===== src/rtl/otter_mem_arbiter.sv =====
// Arbitrates OTTER memory data port 2 between the MEM stage and the serial programmer.
// Writes complete in the grant cycle and loads complete one cycle later. The CPU is stalled while its access is pending.
// Optional statistics counters are enabled with OTTER_ARB_STATS_EN.
module otter_mem_arbiter #(
   parameter int MAX_WAIT = 4,
   parameter int STAT_W   = 16
) (
   input  logic              CLK,
   input  logic              RESET,
   input  logic              cpu_req,
   input  logic              cpu_we,
   input  logic [31:0]       cpu_addr,
   input  logic [31:0]       cpu_din,
   input  logic [1:0]        cpu_size,
   input  logic              cpu_sign,
   output logic [31:0]       cpu_rdata,
   output logic              cpu_valid,
   output logic              cpu_stall,
   input  logic              prog_req,
   input  logic [31:0]       prog_addr,
   input  logic [31:0]       prog_din,
   output logic              prog_ack,
   output logic [31:0]       mem_addr,
   output logic [31:0]       mem_din,
   output logic              mem_we,
   output logic              mem_re,
   output logic [1:0]        mem_size,
   output logic              mem_sign,
   input  logic [31:0]       mem_dout,
   output logic [STAT_W-1:0] stat_cpu_grants,
   output logic [STAT_W-1:0] stat_stall_cycles
);

   typedef enum logic {IDLE, CPU_RD} state_t;

   localparam logic [7:0] WAIT_LIM = 8'(MAX_WAIT);

   state_t     state, state_nxt;
   logic [7:0] wait_cnt, wait_cnt_nxt;
   logic       cpu_gnt, prog_gnt;

   always_ff @(posedge CLK or posedge RESET) begin
      if (RESET) begin
         state    <= IDLE;
         wait_cnt <= '0;
      end else begin
         state    <= state_nxt;
         wait_cnt <= wait_cnt_nxt;
      end
   end

   // Outputs are gated by RESET so that a reset landing mid-read drops the read.
   always_comb begin
      state_nxt    = state;
      wait_cnt_nxt = wait_cnt;
      prog_gnt     = 1'b0;
      cpu_gnt      = 1'b0;
      mem_addr     = '0;
      mem_din      = '0;
      mem_we       = 1'b0;
      mem_re       = 1'b0;
      mem_size     = 2'b00;
      mem_sign     = 1'b0;
      cpu_rdata    = '0;
      cpu_valid    = 1'b0;
      prog_ack     = 1'b0;
      if (!RESET) begin
         case (state)
            IDLE: begin
               prog_gnt = prog_req && !(cpu_req && (wait_cnt == WAIT_LIM));
               cpu_gnt  = cpu_req && !prog_gnt;
               if (prog_gnt) begin
                  mem_addr = prog_addr;
                  mem_din  = prog_din;
                  mem_we   = 1'b1;
                  mem_size = 2'b10;
                  prog_ack = 1'b1;
               end else if (cpu_gnt) begin
                  mem_addr = cpu_addr;
                  mem_size = cpu_size;
                  mem_sign = cpu_sign;
                  if (cpu_we) begin
                     mem_din   = cpu_din;
                     mem_we    = 1'b1;
                     cpu_valid = 1'b1;
                  end else begin
                     mem_re    = 1'b1;
                     state_nxt = CPU_RD;
                  end
               end
               if (cpu_gnt)
                  wait_cnt_nxt = '0;
               else if (cpu_req && (wait_cnt < WAIT_LIM))
                  wait_cnt_nxt = wait_cnt + 8'd1;
            end
            CPU_RD: begin
               cpu_rdata = mem_dout;
               cpu_valid = 1'b1;
               state_nxt = IDLE;
            end
            default: state_nxt = IDLE;
         endcase
      end
   end

   assign cpu_stall = !RESET && cpu_req && !cpu_valid;

`ifdef OTTER_ARB_STATS_EN
   always_ff @(posedge CLK or posedge RESET) begin
      if (RESET) begin
         stat_cpu_grants   <= '0;
         stat_stall_cycles <= '0;
      end else begin
         if (cpu_gnt)
            stat_cpu_grants <= stat_cpu_grants + 1'b1;
         if (cpu_stall)
            stat_stall_cycles <= stat_stall_cycles + 1'b1;
      end
   end
`else
   assign stat_cpu_grants   = '0;
   assign stat_stall_cycles = '0;
`endif

endmodule

===== config.mk =====
export PLATFORM = sky130hd
export DESIGN_NAME = otter_mem_arbiter
export DESIGN_NICKNAME = d
export VERILOG_FILES = /design/src/rtl/otter_mem_arbiter.sv
export SDC_FILE = /design/constraint.sdc
export NUM_CORES = 1
export LEC_CHECK = 0
export BUFFER_PORTS_ARGS = -buffer_cell sky130_fd_sc_hd__clkbuf_2
export CORE_AREA = 3 3 119 121
export DETAILED_ROUTE_END_ITERATION = 16
export DIE_AREA = 0 0 122 124
export GPL_TIMING_DRIVEN = 0
export HOLD_SLACK_MARGIN = 0.08
export PLACE_DENSITY = 0.42
export RECOVER_POWER = 100
export SLEW_MARGIN = 15
export SYNTH_ARGS = -nofsm -noshare
export SYNTH_HDL_FRONTEND = slang
export SYNTH_SLANG_ARGS = --single-unit

===== constraint.sdc =====
create_clock -name CLK -period 4.35 [get_ports CLK]
set_input_delay 0.6525 -clock CLK [delete_from_list [all_inputs] [get_ports CLK]]
set_output_delay 0.6525 -clock CLK [all_outputs]
set_load 0.005 [all_outputs]

[Word-level counts from Yosys, hierarchy flattened]
Index checks and enable logic that the tools add are counted.
Word-level totals
  output and inout bits: 136
  logic and storage cells: 57
  bits in latches: 0
  input port bits: 168
  register bits after elaboration: 9
  bits in writable memories: 0
  memories kept: 0
  memory bits (read-only): 0
Cells by class
  add/subtract/negate cells: 1
  shift-type cells: 0
  mux-type cells: 38
  reduce and logical (&&, ||, !) cells: 12
  bitwise logic cells: 2
  $lt $le $gt $ge: 1
  multipliers: 0
  divide/modulo/power cells: 0
  eq/ne operators: 1
Operators by type and width (count)
  2-to-1 mux 32 bit: 11
  2-to-1 mux 1 bit: 19
  2-to-1 mux 8 bit: 2
  adder 8 x 1 -> 8 bit, second input constant: 1
  == test 8 x 3 -> 1 bit, second input constant: 1
  less-than comparator 8 x 3 -> 1 bit, second input constant: 1
  2-to-1 mux 2 bit: 4
  logical AND 1 bit: 6
  zero test 1 bit: 4
  one-hot mux 1 bit (2 select lines): 2
  AND reduction 3 bit: 1
  inverter 1 bit: 2
  nonzero test 2 bit: 1

[Depth between registers and ports, before layout]
  word-level depth: 12
  depth in mapped cells: 7
  depth with buffers taken out: 6

[Worst setup path after synthesis]
No wires, ideal clock.
  path type: input port to output port
  start: input cpu_req
  end: output mem_din[10]
  data required time: 3.697 ns
  stages on the path: 5
  buffers on the path: 1
  data arrival time: 1.697 ns
  slack: 2.001 ns
  cells stage by stage: and2_1 -> a41o_2 -> nor3_2 -> clkbuf_1 -> a22o_1
On the way
  word-level cells in the longest chain between the ends: 9
Ends and longest elaborated chain
  start: declaration: RTL line 10  | input logic cpu_req,
  logical AND 1 bit: RTL line 70  | prog_gnt = prog_req && !(cpu_req && (wait_cnt == WAIT_LIM));
  zero test 1 bit: RTL line 70
  logical AND 1 bit: RTL line 70
  zero test 1 bit: RTL line 71  | cpu_gnt = cpu_req && !prog_gnt;
  logical AND 1 bit: RTL line 71
  2-to-1 mux 32 bit: RTL line 78  | end else if (cpu_gnt) begin
  2-to-1 mux 32 bit *: RTL line 72  | if (prog_gnt) begin
  2-to-1 mux 32 bit *: RTL line 68  | case (state)
  2-to-1 mux 32 bit *: RTL line 67  | if (!RESET) begin
  end: declaration: RTL line 24  | output logic [31:0] mem_din,
Every way passes the cells marked *; elsewhere a longest branch is shown, timed or not.

[Final worst setup path]
  start: input cpu_req
  end: output mem_addr[17]
On the way
  word-level cells in the longest chain between the ends: 9
Ends and longest elaborated chain
  logical AND 1 bit: RTL line 70
  zero test 1 bit: RTL line 70
  logical AND 1 bit: RTL line 70
  zero test 1 bit: RTL line 71
  logical AND 1 bit: RTL line 71
  2-to-1 mux 32 bit: RTL line 78
  2-to-1 mux 32 bit *: RTL line 72
  2-to-1 mux 32 bit *: RTL line 68
  2-to-1 mux 32 bit *: RTL line 67
  end: declaration: RTL line 23  | output logic [31:0] mem_addr,
Marked as above.

==> flow_summary.toml <==
[job]
drv_cap = 0

[timing]
finalMaxSlewViolations = 0
fin_setup_tns_ns = 0
layout_setup_ws_ns = 1.08
whs_ns = 0.503
fin_crit_ns = 3.27
slew_headroom = 0.528
finalHoldViolCount = 0
fmax_mhz = 306
worst_pin_slew_ns = 0.706
min_period_over_period = 0.751
fin_skew_ns = 0.00397
rsz0062_at_grt = "no"
finalSetupViolations = 0

[final_layout]
fin_cells = 684
drive_gt1_frac = 0.524
syn2layout_area_growth_pct = 99.3
diodes = 0
num-nets-final = 679
fin_area_um2 = 3380
fin_util = 0.256

[logic_synthesis]
synth_top_area_cell = "a22o_1"
synth_cell_types = 34
syn_avg_cell_area_um2 = 8.40
netlist_instances = 202
seq_area_frac_synth = 0.133
synthDominantCellAreaShare = 0.330
ys_ff_latch = 9
synthesis.area_um2 = 1700
synth_area_leaders = "a22o_1 (33%), buf_4 (15%), dfrtp_1 (13%)"
yosysWarnings = 0

[route]
highest_layer = "met4"
drcViolationCount = 0
wl_met2_mm = 4.89
drt-initial-drc-count = 93
wl_met3_um = 688
wirelength_mm = 9.31
dr.pass1.iters = 4
viasPerCell = 3.79
vias = 2589
wl_met1_mm = 3.70
drtAntennaViolNets = 0
wl_per_cell_um = 13.6

[worst_setup_path]
arrival_ns = 2.61
startpoint_type = "input pin"
crit_fanout = 10
startpoint = "cpu_req"
reg2reg_depth = 6
crit-reg2reg-launch = "wait_cnt[0]"
r2r_setup_slack_ns = 2.22
required_ns = 3.70
timing.rr.end = "wait_cnt[5]"
worstSetupEndpoint = "mem_addr[17]"
path_class = "in2out"
crit_path_end_kind = "output port"

[global_routing]
grt_pass1_wl_mm = 13.1
grt_max_degree = 11
overflow = 0
first_global_vias = 2527
grt_antenna_before_repair = 0
grt_usage = 0.107

[cts]
h-tree-depth = 1
postCtsHoldBufs = 0
insertion_delay_ns = 0.24
ctsRootBufferMaster = "clkbuf_16"
cts_setup_buffers = 0
cts_buffers = 3
tritoncts = "yes"
cts_resized = 0
clkTransAtPathRegs_ns = 0.04
cts.sinks = 9
cts_buffer_depth = 2

[die]
num_io_pins = 304
dieArea_um2 = 15100
start_util = 0.129
core_um2 = 13200
die_y_um = 124
die_x_um = 122
rows = 42

[placed_design]
place_area_um2 = 3390
io_buffers = 271
dp.cells = 680
dp_slack_ns = 1.45
place_congestion = 0.821
dpl.hpwl_mm = 8.45

[power_and_ir_drop]
ir_worst_vdd_mv = 0.0916
cellLeakagePower_nw = 1.94
p_per_area_nw_per_um2 = 169
finalPower_mw = 0.571

[status]
status = "complete, no violations"

[hold_path]
hp-class = "reg2reg"
worst min path at each step:
stage	cells past startpoint	slack (ns)	from	to
floorplan	1	0.47	wait_cnt[6]	wait_cnt[6]
global placement	1	0.49	wait_cnt[6]	wait_cnt[6]
detailed placement	1	0.50	wait_cnt[6]	wait_cnt[6]
CTS	1	0.50	wait_cnt[6]	wait_cnt[6]
global route	1	0.54	wait_cnt[6]	wait_cnt[6]
finish	1	0.50	wait_cnt[6]	wait_cnt[6]
cell usage in the layout (no fill, tap or decap), types with 2 or more instances in the layout:
| cell | instances |
|---|---|
| nor2_1 | 7 |
| buf_6 | 5 |
| buf_4 | 35 |
| buf_2 | 2 |
| nand2_1 | 3 |
| clkbuf_2 | 216 |
| a22o_1 | 64 |
| nor2b_1 | 3 |
| nor3_1 | 2 |
| a21boi_0 | 3 |
| ha_1 | 2 |
| a31oi_1 | 2 |
| clkbuf_16 | 3 |
| and2_1 | 6 |
| clkbuf_1 | 62 |
| a21oi_1 | 3 |
| and2_0 | 28 |
| and3_1 | 2 |
| inv_1 | 5 |
| conb_1 | 32 |
| dfrtp_1 | 9 |
sequential cells by signal, indices dropped and copies added (netlist names):
signal / flops
wait_cnt: 8
state: 1
layout make-up:
class	instances	area, µm²
Buffer	48	352
Clock buffer	4	78.8
Fill cell	1476	9810
Inverter	5	18.8
Multi-Input combinational cell	171	1200
Sequential cell	9	225
Tap cell	176	220
Timing Repair Buffer	271	1290
synth_stat cells, drive strengths merged:
library cell,number
mux2i,1
nor2b,3
buf,44
a21boi,3
nand4b,1
a41oi,2
clkbuf,4
nand2b,1
and3,3
nand2,3
a22o,64
conb,1
a41o,1
inv,5
nor4bb,1
a31oi,2
nand3,1
dfrtp,9
a21oi,3
a21o,1
nor3,3
ha,2
nor2,7
nor4,1
o22ai,1
and2,35
cells by family after synthesis:
family          after synthesis  share of synthesized area
fa+ha+maj                     2                     0.0147
other cells                   1                    0.00221
simple gates                 59                      0.225
flops                         9                      0.133
buf+inv                      53                      0.223
compound gates               77                      0.396
mux                           1                    0.00590
layer usage:
layer | GRT usage | vias to the layer above
met5 | 0 | -
met4 | 0.0126 | 0
met3 | 0.0163 | 4
met2 | 0.197 | 129
met1 | 0.137 | 1154
li1 | - | 1302
critical path, stage by stage:
cell      delay (ns)
clkbuf_2        0.13
and2_1          0.17
a41o_1          0.28
nor3_1          0.29
clkbuf_1        0.51
buf_4           0.28
a22o_1          0.17
clkbuf_2        0.12
where the power goes:
part	switching [mW]	internal, mW
logic	0.138	0.167
clock network	0.0412	0.123
registers	0.0108	0.0924
total	0.190	0.382
Power figures use the tool's default switching activity.
